===== src/rtl/cpu_pkg.sv =====
// Shared definitions for the Mux10 bus control sequencer.
// Latency: n/a (constants, types and one pure helper function).
// Backpressure: n/a.
//
// Holds the opcode values, the sequencer state encoding, the one-hot Mux10
// select constants and the instruction field positions.
package cpu_pkg;

  // Opcodes (instr[15:12]); 4..15 are undefined
  localparam logic [3:0] OP_MV  = 4'd0;
  localparam logic [3:0] OP_MVI = 4'd1;
  localparam logic [3:0] OP_ADD = 4'd2;
  localparam logic [3:0] OP_SUB = 4'd3;

  // Instruction field positions
  localparam int OP_MSB = 15;
  localparam int OP_LSB = 12;
  localparam int RX_MSB = 11;
  localparam int RX_LSB = 9;
  localparam int RY_MSB = 8;
  localparam int RY_LSB = 6;

  typedef enum logic [1:0] {
    S_IDLE = 2'd0,
    S_T1   = 2'd1,
    S_T2   = 2'd2,
    S_T3   = 2'd3
  } state_t;

  // Mux10 select bits: R1..R7 sit on bits 0..6, R0 is on bit 8
  localparam logic [9:0] SEL_R1  = 10'h001;
  localparam logic [9:0] SEL_R2  = 10'h002;
  localparam logic [9:0] SEL_R3  = 10'h004;
  localparam logic [9:0] SEL_R4  = 10'h008;
  localparam logic [9:0] SEL_R5  = 10'h010;
  localparam logic [9:0] SEL_R6  = 10'h020;
  localparam logic [9:0] SEL_R7  = 10'h040;
  localparam logic [9:0] SEL_G   = 10'h080;
  localparam logic [9:0] SEL_R0  = 10'h100;
  localparam logic [9:0] SEL_IMM = 10'h200;

  // Remap a one-hot register vector (bit k = Rk) onto the Mux10 select layout
  function automatic logic [9:0] reg_to_sel(input logic [7:0] reg_oh);
    logic [9:0] sel;
    sel = '0;
    if (reg_oh[0]) sel = sel | SEL_R0;
    if (reg_oh[1]) sel = sel | SEL_R1;
    if (reg_oh[2]) sel = sel | SEL_R2;
    if (reg_oh[3]) sel = sel | SEL_R3;
    if (reg_oh[4]) sel = sel | SEL_R4;
    if (reg_oh[5]) sel = sel | SEL_R5;
    if (reg_oh[6]) sel = sel | SEL_R6;
    if (reg_oh[7]) sel = sel | SEL_R7;
    return sel;
  endfunction

endpackage


===== src/rtl/bus_ctrl_fsm_dec.sv =====
// 3-bit index to 8-bit one-hot decoder with enable.
// Latency: combinational.
// Backpressure: none.
//
// Ports: idx (register index), en (decode enable), oh (one-hot result, zero when en=0).
module dec3to8_onehot (
  input  logic [2:0] idx,
  input  logic       en,
  output logic [7:0] oh
);

  always_comb begin
    oh = '0;
    if (en) oh[idx] = 1'b1;
  end

endmodule


===== src/rtl/bus_ctrl_fsm.sv =====
// Multi-cycle MV/MVI/ADD/SUB sequencer driving Mux10 select and register/A/G loads.
// Latency: done 1 cycle after accept for MV/MVI/illegal, 3 cycles for ADD/SUB.
// Backpressure: instr_ready only in IDLE; one instruction per (steps+1) cycles.
//
// Ports: clk, rst_n (sync active-low); instr/instr_valid/instr_ready handshake;
// bus_sel (Mux10 one-hot), r_in, a_in, g_in, alu_sub load/ALU controls;
// done/illegal completion pulses; retired_cnt wrapping count of done pulses.
//
// All outputs are registered: the next state and next latched instruction are
// decoded combinationally and the result is captured on the same edge that
// moves the state, so each output is a pure function of (state, latched instr).
module bus_ctrl_fsm
  import cpu_pkg::*;
#(
  parameter int INSTR_W = 16,
  parameter int NUM_REG = 8,
  parameter int CNT_W   = 16
) (
  input  logic               clk,
  input  logic               rst_n,
  input  logic [INSTR_W-1:0] instr,
  input  logic               instr_valid,
  output logic               instr_ready,
  output logic [9:0]         bus_sel,
  output logic [NUM_REG-1:0] r_in,
  output logic               a_in,
  output logic               g_in,
  output logic               alu_sub,
  output logic               done,
  output logic               illegal,
  output logic [CNT_W-1:0]   retired_cnt
);

  state_t             state, nxt_state;
  logic [INSTR_W-1:0] ir, nxt_ir;

  logic [3:0] nxt_op;
  logic [2:0] nxt_rx, nxt_ry;
  logic       nxt_is_mv, nxt_is_mvi, nxt_is_alu;

  logic       wr_en, bus_reg_en;
  logic [2:0] bus_reg_idx;
  logic [7:0] wr_oh, bus_reg_oh;

  logic [9:0]         nxt_bus_sel;
  logic               nxt_a_in, nxt_g_in, nxt_alu_sub, nxt_done, nxt_illegal;

  // Low instruction bits carry no meaning for this sequencer
  logic unused_instr_bits;
  assign unused_instr_bits = ^instr[RY_LSB-1:0];

  always_comb begin
    nxt_state = state;
    nxt_ir    = ir;
    unique case (state)
      S_IDLE: if (instr_valid) begin
        nxt_ir    = instr;
        nxt_state = S_T1;
      end
      S_T1: nxt_state = (ir[OP_MSB:OP_LSB] == OP_ADD || ir[OP_MSB:OP_LSB] == OP_SUB)
                        ? S_T2 : S_IDLE;
      S_T2: nxt_state = S_T3;
      S_T3: nxt_state = S_IDLE;
      default: nxt_state = S_IDLE;
    endcase
  end

  assign nxt_op     = nxt_ir[OP_MSB:OP_LSB];
  assign nxt_rx     = nxt_ir[RX_MSB:RX_LSB];
  assign nxt_ry     = nxt_ir[RY_MSB:RY_LSB];
  assign nxt_is_mv  = (nxt_op == OP_MV);
  assign nxt_is_mvi = (nxt_op == OP_MVI);
  assign nxt_is_alu = (nxt_op == OP_ADD) || (nxt_op == OP_SUB);

  // rx is written in the single step of MV/MVI and in the last step of ADD/SUB
  assign wr_en = ((nxt_state == S_T1) && (nxt_is_mv || nxt_is_mvi)) || (nxt_state == S_T3);

  // A register drives the bus: ry for MV, rx then ry for ADD/SUB
  assign bus_reg_en  = ((nxt_state == S_T1) && (nxt_is_mv || nxt_is_alu)) || (nxt_state == S_T2);
  assign bus_reg_idx = ((nxt_state == S_T1) && nxt_is_alu) ? nxt_rx : nxt_ry;

  dec3to8_onehot u_dec_wr (
    .idx (nxt_rx),
    .en  (wr_en),
    .oh  (wr_oh)
  );

  dec3to8_onehot u_dec_bus (
    .idx (bus_reg_idx),
    .en  (bus_reg_en),
    .oh  (bus_reg_oh)
  );

  always_comb begin
    nxt_bus_sel = reg_to_sel(bus_reg_oh);
    if ((nxt_state == S_T1) && nxt_is_mvi) nxt_bus_sel = nxt_bus_sel | SEL_IMM;
    if (nxt_state == S_T3)                 nxt_bus_sel = nxt_bus_sel | SEL_G;
  end

  assign nxt_a_in    = (nxt_state == S_T1) && nxt_is_alu;
  assign nxt_g_in    = (nxt_state == S_T2);
  assign nxt_alu_sub = (nxt_state == S_T2) && nxt_op[0];
  assign nxt_done    = ((nxt_state == S_T1) && !nxt_is_alu) || (nxt_state == S_T3);
  assign nxt_illegal = (nxt_state == S_T1) && !(nxt_is_mv || nxt_is_mvi || nxt_is_alu);

  always_ff @(posedge clk) begin
    if (!rst_n) begin
      state       <= S_IDLE;
      ir          <= '0;
      instr_ready <= 1'b1;
      bus_sel     <= '0;
      r_in        <= '0;
      a_in        <= 1'b0;
      g_in        <= 1'b0;
      alu_sub     <= 1'b0;
      done        <= 1'b0;
      illegal     <= 1'b0;
      retired_cnt <= '0;
    end else begin
      state       <= nxt_state;
      ir          <= nxt_ir;
      instr_ready <= (nxt_state == S_IDLE);
      bus_sel     <= nxt_bus_sel;
      r_in        <= wr_oh;
      a_in        <= nxt_a_in;
      g_in        <= nxt_g_in;
      alu_sub     <= nxt_alu_sub;
      done        <= nxt_done;
      illegal     <= nxt_illegal;
      // done is the registered pulse of the cycle now ending
      if (done) retired_cnt <= retired_cnt + {{(CNT_W-1){1'b0}}, 1'b1};
    end
  end

endmodule


===== config.mk =====
export PLATFORM = sky130hd
export DESIGN_NAME = bus_ctrl_fsm
export DESIGN_NICKNAME = d
export VERILOG_FILES = /design/src/rtl/cpu_pkg.sv /design/src/rtl/bus_ctrl_fsm_dec.sv /design/src/rtl/bus_ctrl_fsm.sv
export SDC_FILE = /design/constraint.sdc
export NUM_CORES = 1
export LEC_CHECK = 0
export ABC_AREA = 1
export CAP_MARGIN = 30
export CORE_MARGIN = 2
export CORE_UTILIZATION = 45
export CTS_BUF_LIST = sky130_fd_sc_hd__clkbuf_4
export CTS_CLUSTER_DIAMETER = 100
export DETAILED_ROUTE_END_ITERATION = 10
export PLACE_DENSITY = 0.76
export SLEW_MARGIN = 25
export SYNTH_ARGS = -nofsm -noshare
export SYNTH_HDL_FRONTEND = slang
export SYNTH_SLANG_ARGS = --single-unit
export TNS_END_PERCENT = 20

===== constraint.sdc =====
create_clock -name clk -period 1.64 [get_ports clk]
set_input_delay 0.164 -clock clk [delete_from_list [all_inputs] [get_ports clk]]
set_output_delay 0.164 -clock clk [all_outputs]
set_load 0.02 [all_outputs]

* Word level (Yosys, flattened, before mapping)
Index checks and enable logic that the tools add are counted.
** Word-level totals
- Flip-flop bits (word level) :: 58
- Bits in latches :: 0
- Memory bits (writable) :: 0
- Memory bits (read-only) :: 0
- Input bits :: 19
- Output and inout port bits :: 40
- Memories kept :: 0
** Cells by class
- Add/subtract/negate cells :: 1
- $mul :: 0
- Div/mod/pow operators :: 0
- Order comparisons :: 4
- Eq/ne operators :: 11
- Shifts and indexed selects :: 0
- Muxes and demuxes :: 21
- Bitwise logic cells :: 0
- Reduce and logical (&&, ||, !) cells :: 24
** Operator list (number)
- $mux W16 :: 2
- $add A16 B1 Y16 const B :: 1
- $eq A4 B2 Y1 const B :: 4
- $mux W8 :: 2
- $mux W10 :: 1
- $logic_and A1 B1 Y1 :: 9
- $mux W9 :: 1
- $eq A2 B2 Y1 const B :: 4
- $logic_or A1 B1 Y1 :: 8
- $lt A3 B4 Y1 const B :: 2
- $pmux W2 S4 :: 1
- $mux W7 :: 1
- $demux W1 S3 :: 2
- $ge A3 B1 Y1 const B :: 2
- $mux W2 :: 3
- $mux W3 :: 2
- $mux W6 :: 1
- $mux W5 :: 1
- $eq A2 B1 Y1 const B :: 2
- $eq A4 B1 Y1 const B :: 1
- $logic_not A2 Y1 :: 2
- $logic_not A4 Y1 :: 1
- $mux W4 :: 1
- $reduce_and A2 Y1 :: 2
- 2 further kinds :: 5

* Logic depth before layout (Yosys ltp)
- Depth in word-level cells :: 22
- Mapped depth :: 10
- Depth with buffers taken out :: 10

* By module
Synthesis repeated with hierarchy kept, for this count alone.
** Second synthesis, totals
- Cells, all modules :: 315
- Area, all modules :: 2247.2 um^2
** By module, submodules not included
- bus_ctrl_fsm :: times used 1, cells each 281, area each 2119.5 um^2, sequential area each 1041.0 um^2
- dec3to8_onehot :: times used 2, cells each 17, area each 63.8 um^2, sequential area each 0.0 um^2

* Least setup slack after synthesis
No wires, ideal clock.
- Path kind :: register to register
- Start point :: register retired_cnt[0]
- End point :: register retired_cnt[12]
- Arrival :: 1.410 ns
- Data required time :: 1.521 ns
- Path slack :: 0.111 ns
- Cell stages (with the launch flop) :: 9
- Path buffers :: 0
- Cell sequence :: dfxtp_1 > ha_1 > nand2_1 > nor3_1 > nand2_1 > nor2_1 > nand2_1 > o21ai_0 > a21oi_1
** On the way
- Cells in the longest elaborated chain, start to end :: 1
** Ends and longest elaborated chain
- start: declaration :: RTL line bus_ctrl_fsm.sv:31 : output logic [CNT_W-1:0] retired_cnt
- start signal: assignment :: RTL line bus_ctrl_fsm.sv:131 : if (done) retired_cnt <= retired_cnt + {{(CNT_W-1){1'b0}}, 1'b1};
- $add A16 B1 Y16 :: RTL line bus_ctrl_fsm.sv:131
Every way passes these cells.
A chain may end at the register's enable or synchronous reset.

* Worst setup path in the final report
- Start point :: register retired_cnt[2]
- End point :: output port retired_cnt[2]
No word-level cell between the ends.

==> flow_metrics.tcl <==
set metrics [dict create \
    cts_tree "built" \
    cpMaxStageDelayCell "clkdlybuf4s50_1" \
    ant_nets 0 \
    worst-r2r-setup-slack_ns 0.08 \
    multiInputGateArea_um2 973 \
    yosysUniqueCellTypes 29 \
    die_w_um 72.3 \
    place_ws_ns -0.213 \
    grt_max_degree 17 \
    r2r_cells 9 \
    synth_nets 298 \
    ctsHoldBuffers 0 \
    clock-sinks 52 \
    status "completed" \
    hp-start "instr[6]" \
    cp_top_family "buffers and inverters" \
    die_height_um 72.3 \
    drive_above_1_share 0.170 \
    vias 1997 \
    fillCellCount 358 \
    gr-usage-all-layers 0.189 \
    r2r_start "state[0]" \
    num_antenna_cells 0 \
    clk_pin_slew_ns 0.15 \
    final_cells 411 \
    cap_violations 0 \
    grt_pass1_wl_um 7670 \
    grt-ovfl-total 0 \
    critical-path-max-stage-delay_ns 0.62 \
    viasPerCell 4.86 \
    crit_cells 1 \
    tightest_slew_ns 0.380 \
    hpwl_um 3500 \
    drt-initial-drc-count 116 \
    synth_top_area_share 0.496 \
    cts_buffers 5 \
    period_share 0.962 \
    drcViolationCount 0 \
    h-tree-depth 2 \
    io_buffers 52 \
    areaGrowthSynthToFinish_pct 44.3 \
    yosysWarnings 0 \
    final_hold_viol_count 0 \
    core_area_um2 4410 \
    grt_pass1_vias 1730 \
    ios 59 \
    gp_congestion 0.837 \
    hold_depth 3 \
    place_inst 398 \
    p_leak_nw 1.38 \
    reg2reg_to "r_in[6]" \
    slew_viol_final 0 \
    wl_per_cell_um 12.4 \
    die-area_um2 5230 \
    slew-limit-headroom 0.744 \
    wl_um 5090 \
    ir_drop_mv 0.493 \
    fin_util 0.686 \
    setup_viol 0 \
    rsz0062_at_grt "yes" \
    hold-worst-slack_ns 0.496 \
    cp_max_fo 4 \
    power_density_nw_per_um2 826 \
    whs_endpoint "ir[6]" \
    register_area_um2 1050 \
    ys_ff_latch 52 \
    synth.avg_cell_area_um2 7.55 \
    total_power_mw 2.50 \
    antenna_found_initial 0 \
    crit_path_start_kind "flop" \
    netlist_top_cells_area "dfxtp_1, nand2_1, nor2_1" \
    arrival_ns 1.41 \
    insertion_delay_ns 0.39 \
    path_cells "clkdlybuf4s50_1" \
    crit_buf_inv 1 \
    fmax_mhz 634 \
    criticalPathCategory "reg -> out" \
    synth_top_area_cell "dfxtp_1" \
    setup_slack_ns 0.0631 \
    syn_inst 278 \
    first_pass_iters 4 \
    fin_crit_ns 1.58 \
    finalNetCount 378 \
    clockBufferDepth 2 \
    rows 24 \
    start_util 0.476 \
    skew_ns 0.0144 \
    hold_path_class "in -> reg" \
    synth.cell_area_um2 2100 \
    worstSetupEndpointType "output pin" \
    cts-root-buf "clkbuf_4" \
    ys_seq_area_frac 0.496 \
    cp_data_required_time_ns 1.48 \
]
how the worst max path moves through the flow:
stage                          from         endpoint  slack, ns
floorplan            retired_cnt[0]  retired_cnt[12]       0.11
global placement        instr_valid       bus_sel[6]      -0.18
detailed placement      instr_valid       bus_sel[8]      -0.21
CTS                 retired_cnt[11]  retired_cnt[11]      0.005
global route               state[0]          r_in[5]      -0.07
finish               retired_cnt[2]   retired_cnt[2]       0.06
cells by family (layout without fill, tap and decap cells):
kind of cell    after synthesis  in the layout  synth area share
flops                        52             52             0.496
compound gates               31             31            0.0840
simple gates                149            150             0.316
xor+xnor                      5              5            0.0209
buf+inv                      40            120            0.0769
fa+ha+maj                     1              1           0.00596
cell usage after synthesis (all sizes together):
| cell | n |
|---|---|
| nand2 | 66 |
| a21oi | 12 |
| xnor2 | 2 |
| nor2 | 49 |
| xor2 | 3 |
| buf | 2 |
| nor3 | 7 |
| nand4 | 7 |
| a211oi | 1 |
| or2 | 4 |
| clkbuf | 3 |
| dfxtp | 52 |
| ha | 1 |
| nand3 | 16 |
| inv | 35 |
| o21ai | 16 |
| a31oi | 1 |
| o21a | 1 |
layout make-up:
type,instances,area share
Sequential cell,52,0.346
Multi-Input combinational cell,187,0.321
Timing Repair Buffer,77,0.240
Inverter,35,0.0450
Tap cell,52,0.0215
Clock inverter,3,0.0140
Clock buffer,5,0.0124
metal layers:
metal	vias up	share of wire	track usage
li1	1040	-	-
met1	878	0.44	0.236
met2	67	0.49	0.307
met3	12	0.054	0.0500
met4	0	0.021	0.0818
met5	-	0	0
registers in the layout, summed over array words and instances (netlist names):
| signal | cells |
|---|---|
| illegal | 1 |
| ir | 10 |
| instr_ready | 1 |
| bus_sel | 10 |
| done | 1 |
| g_in | 1 |
| a_in | 1 |
| alu_sub | 1 |
| r_in | 8 |
| state | 2 |
| retired_cnt | 16 |
where the power goes:
| group | total [mW] | switching (mW) | internal, mW |
|---|---|---|---|
| Sequential | 1.32 | 0.0226 | 1.30 |
| Clock | 0.730 | 0.411 | 0.319 |
| Combinational | 0.447 | 0.248 | 0.198 |
| Total | 2.50 | 0.682 | 1.82 |
per-stage QoR:
| step | instance area [um2] | setup TNS, ns |
|---|---|---|
| global route | 3030 | -0.576 |
| CTS | 2890 | 0 |
| floorplan | 2100 | 0 |
| finish | 3030 | 0 |
| detailed placement | 2810 | -3.22 |
| global placement | 2810 | -2.69 |
timing repair:
item / in CTS / in global routing
endpoints found under the setup margin: 1 / 27
cloned: 0 / 1
gates resized for setup: 1 / 28
setup buffers: 0 / 4
endpoints found under the hold margin: 0 / 0
pin swaps: 0 / 9
cell usage in the layout, fill, tap and decap left out, drive strengths merged, types with 6 or more instances in the layout:
cell type / synthesis / routed
dlymetal6s2s: 0 / 6
a21oi: 12 / 12
buf: 2 / 25
nand2: 66 / 66
o21ai: 16 / 16
clkdlybuf4s50: 0 / 45
inv: 35 / 35
dfxtp: 52 / 52
nor3: 7 / 7
nand3: 16 / 17
nor2: 49 / 49
nand4: 7 / 7
worst reg2reg max path, stage by stage, from the launching register on:
cell	delay [ns]
dfxtp_4	0.40
inv_6	0.08
nand2_2	0.07
nor2_4	0.21
nand2_2	0.10
nand2_4	0.11
nand3_4	0.11
o21ai_4	0.22
nand3_1	0.11
nor2_1	0.11
Power figures use the tool's default switching activity.
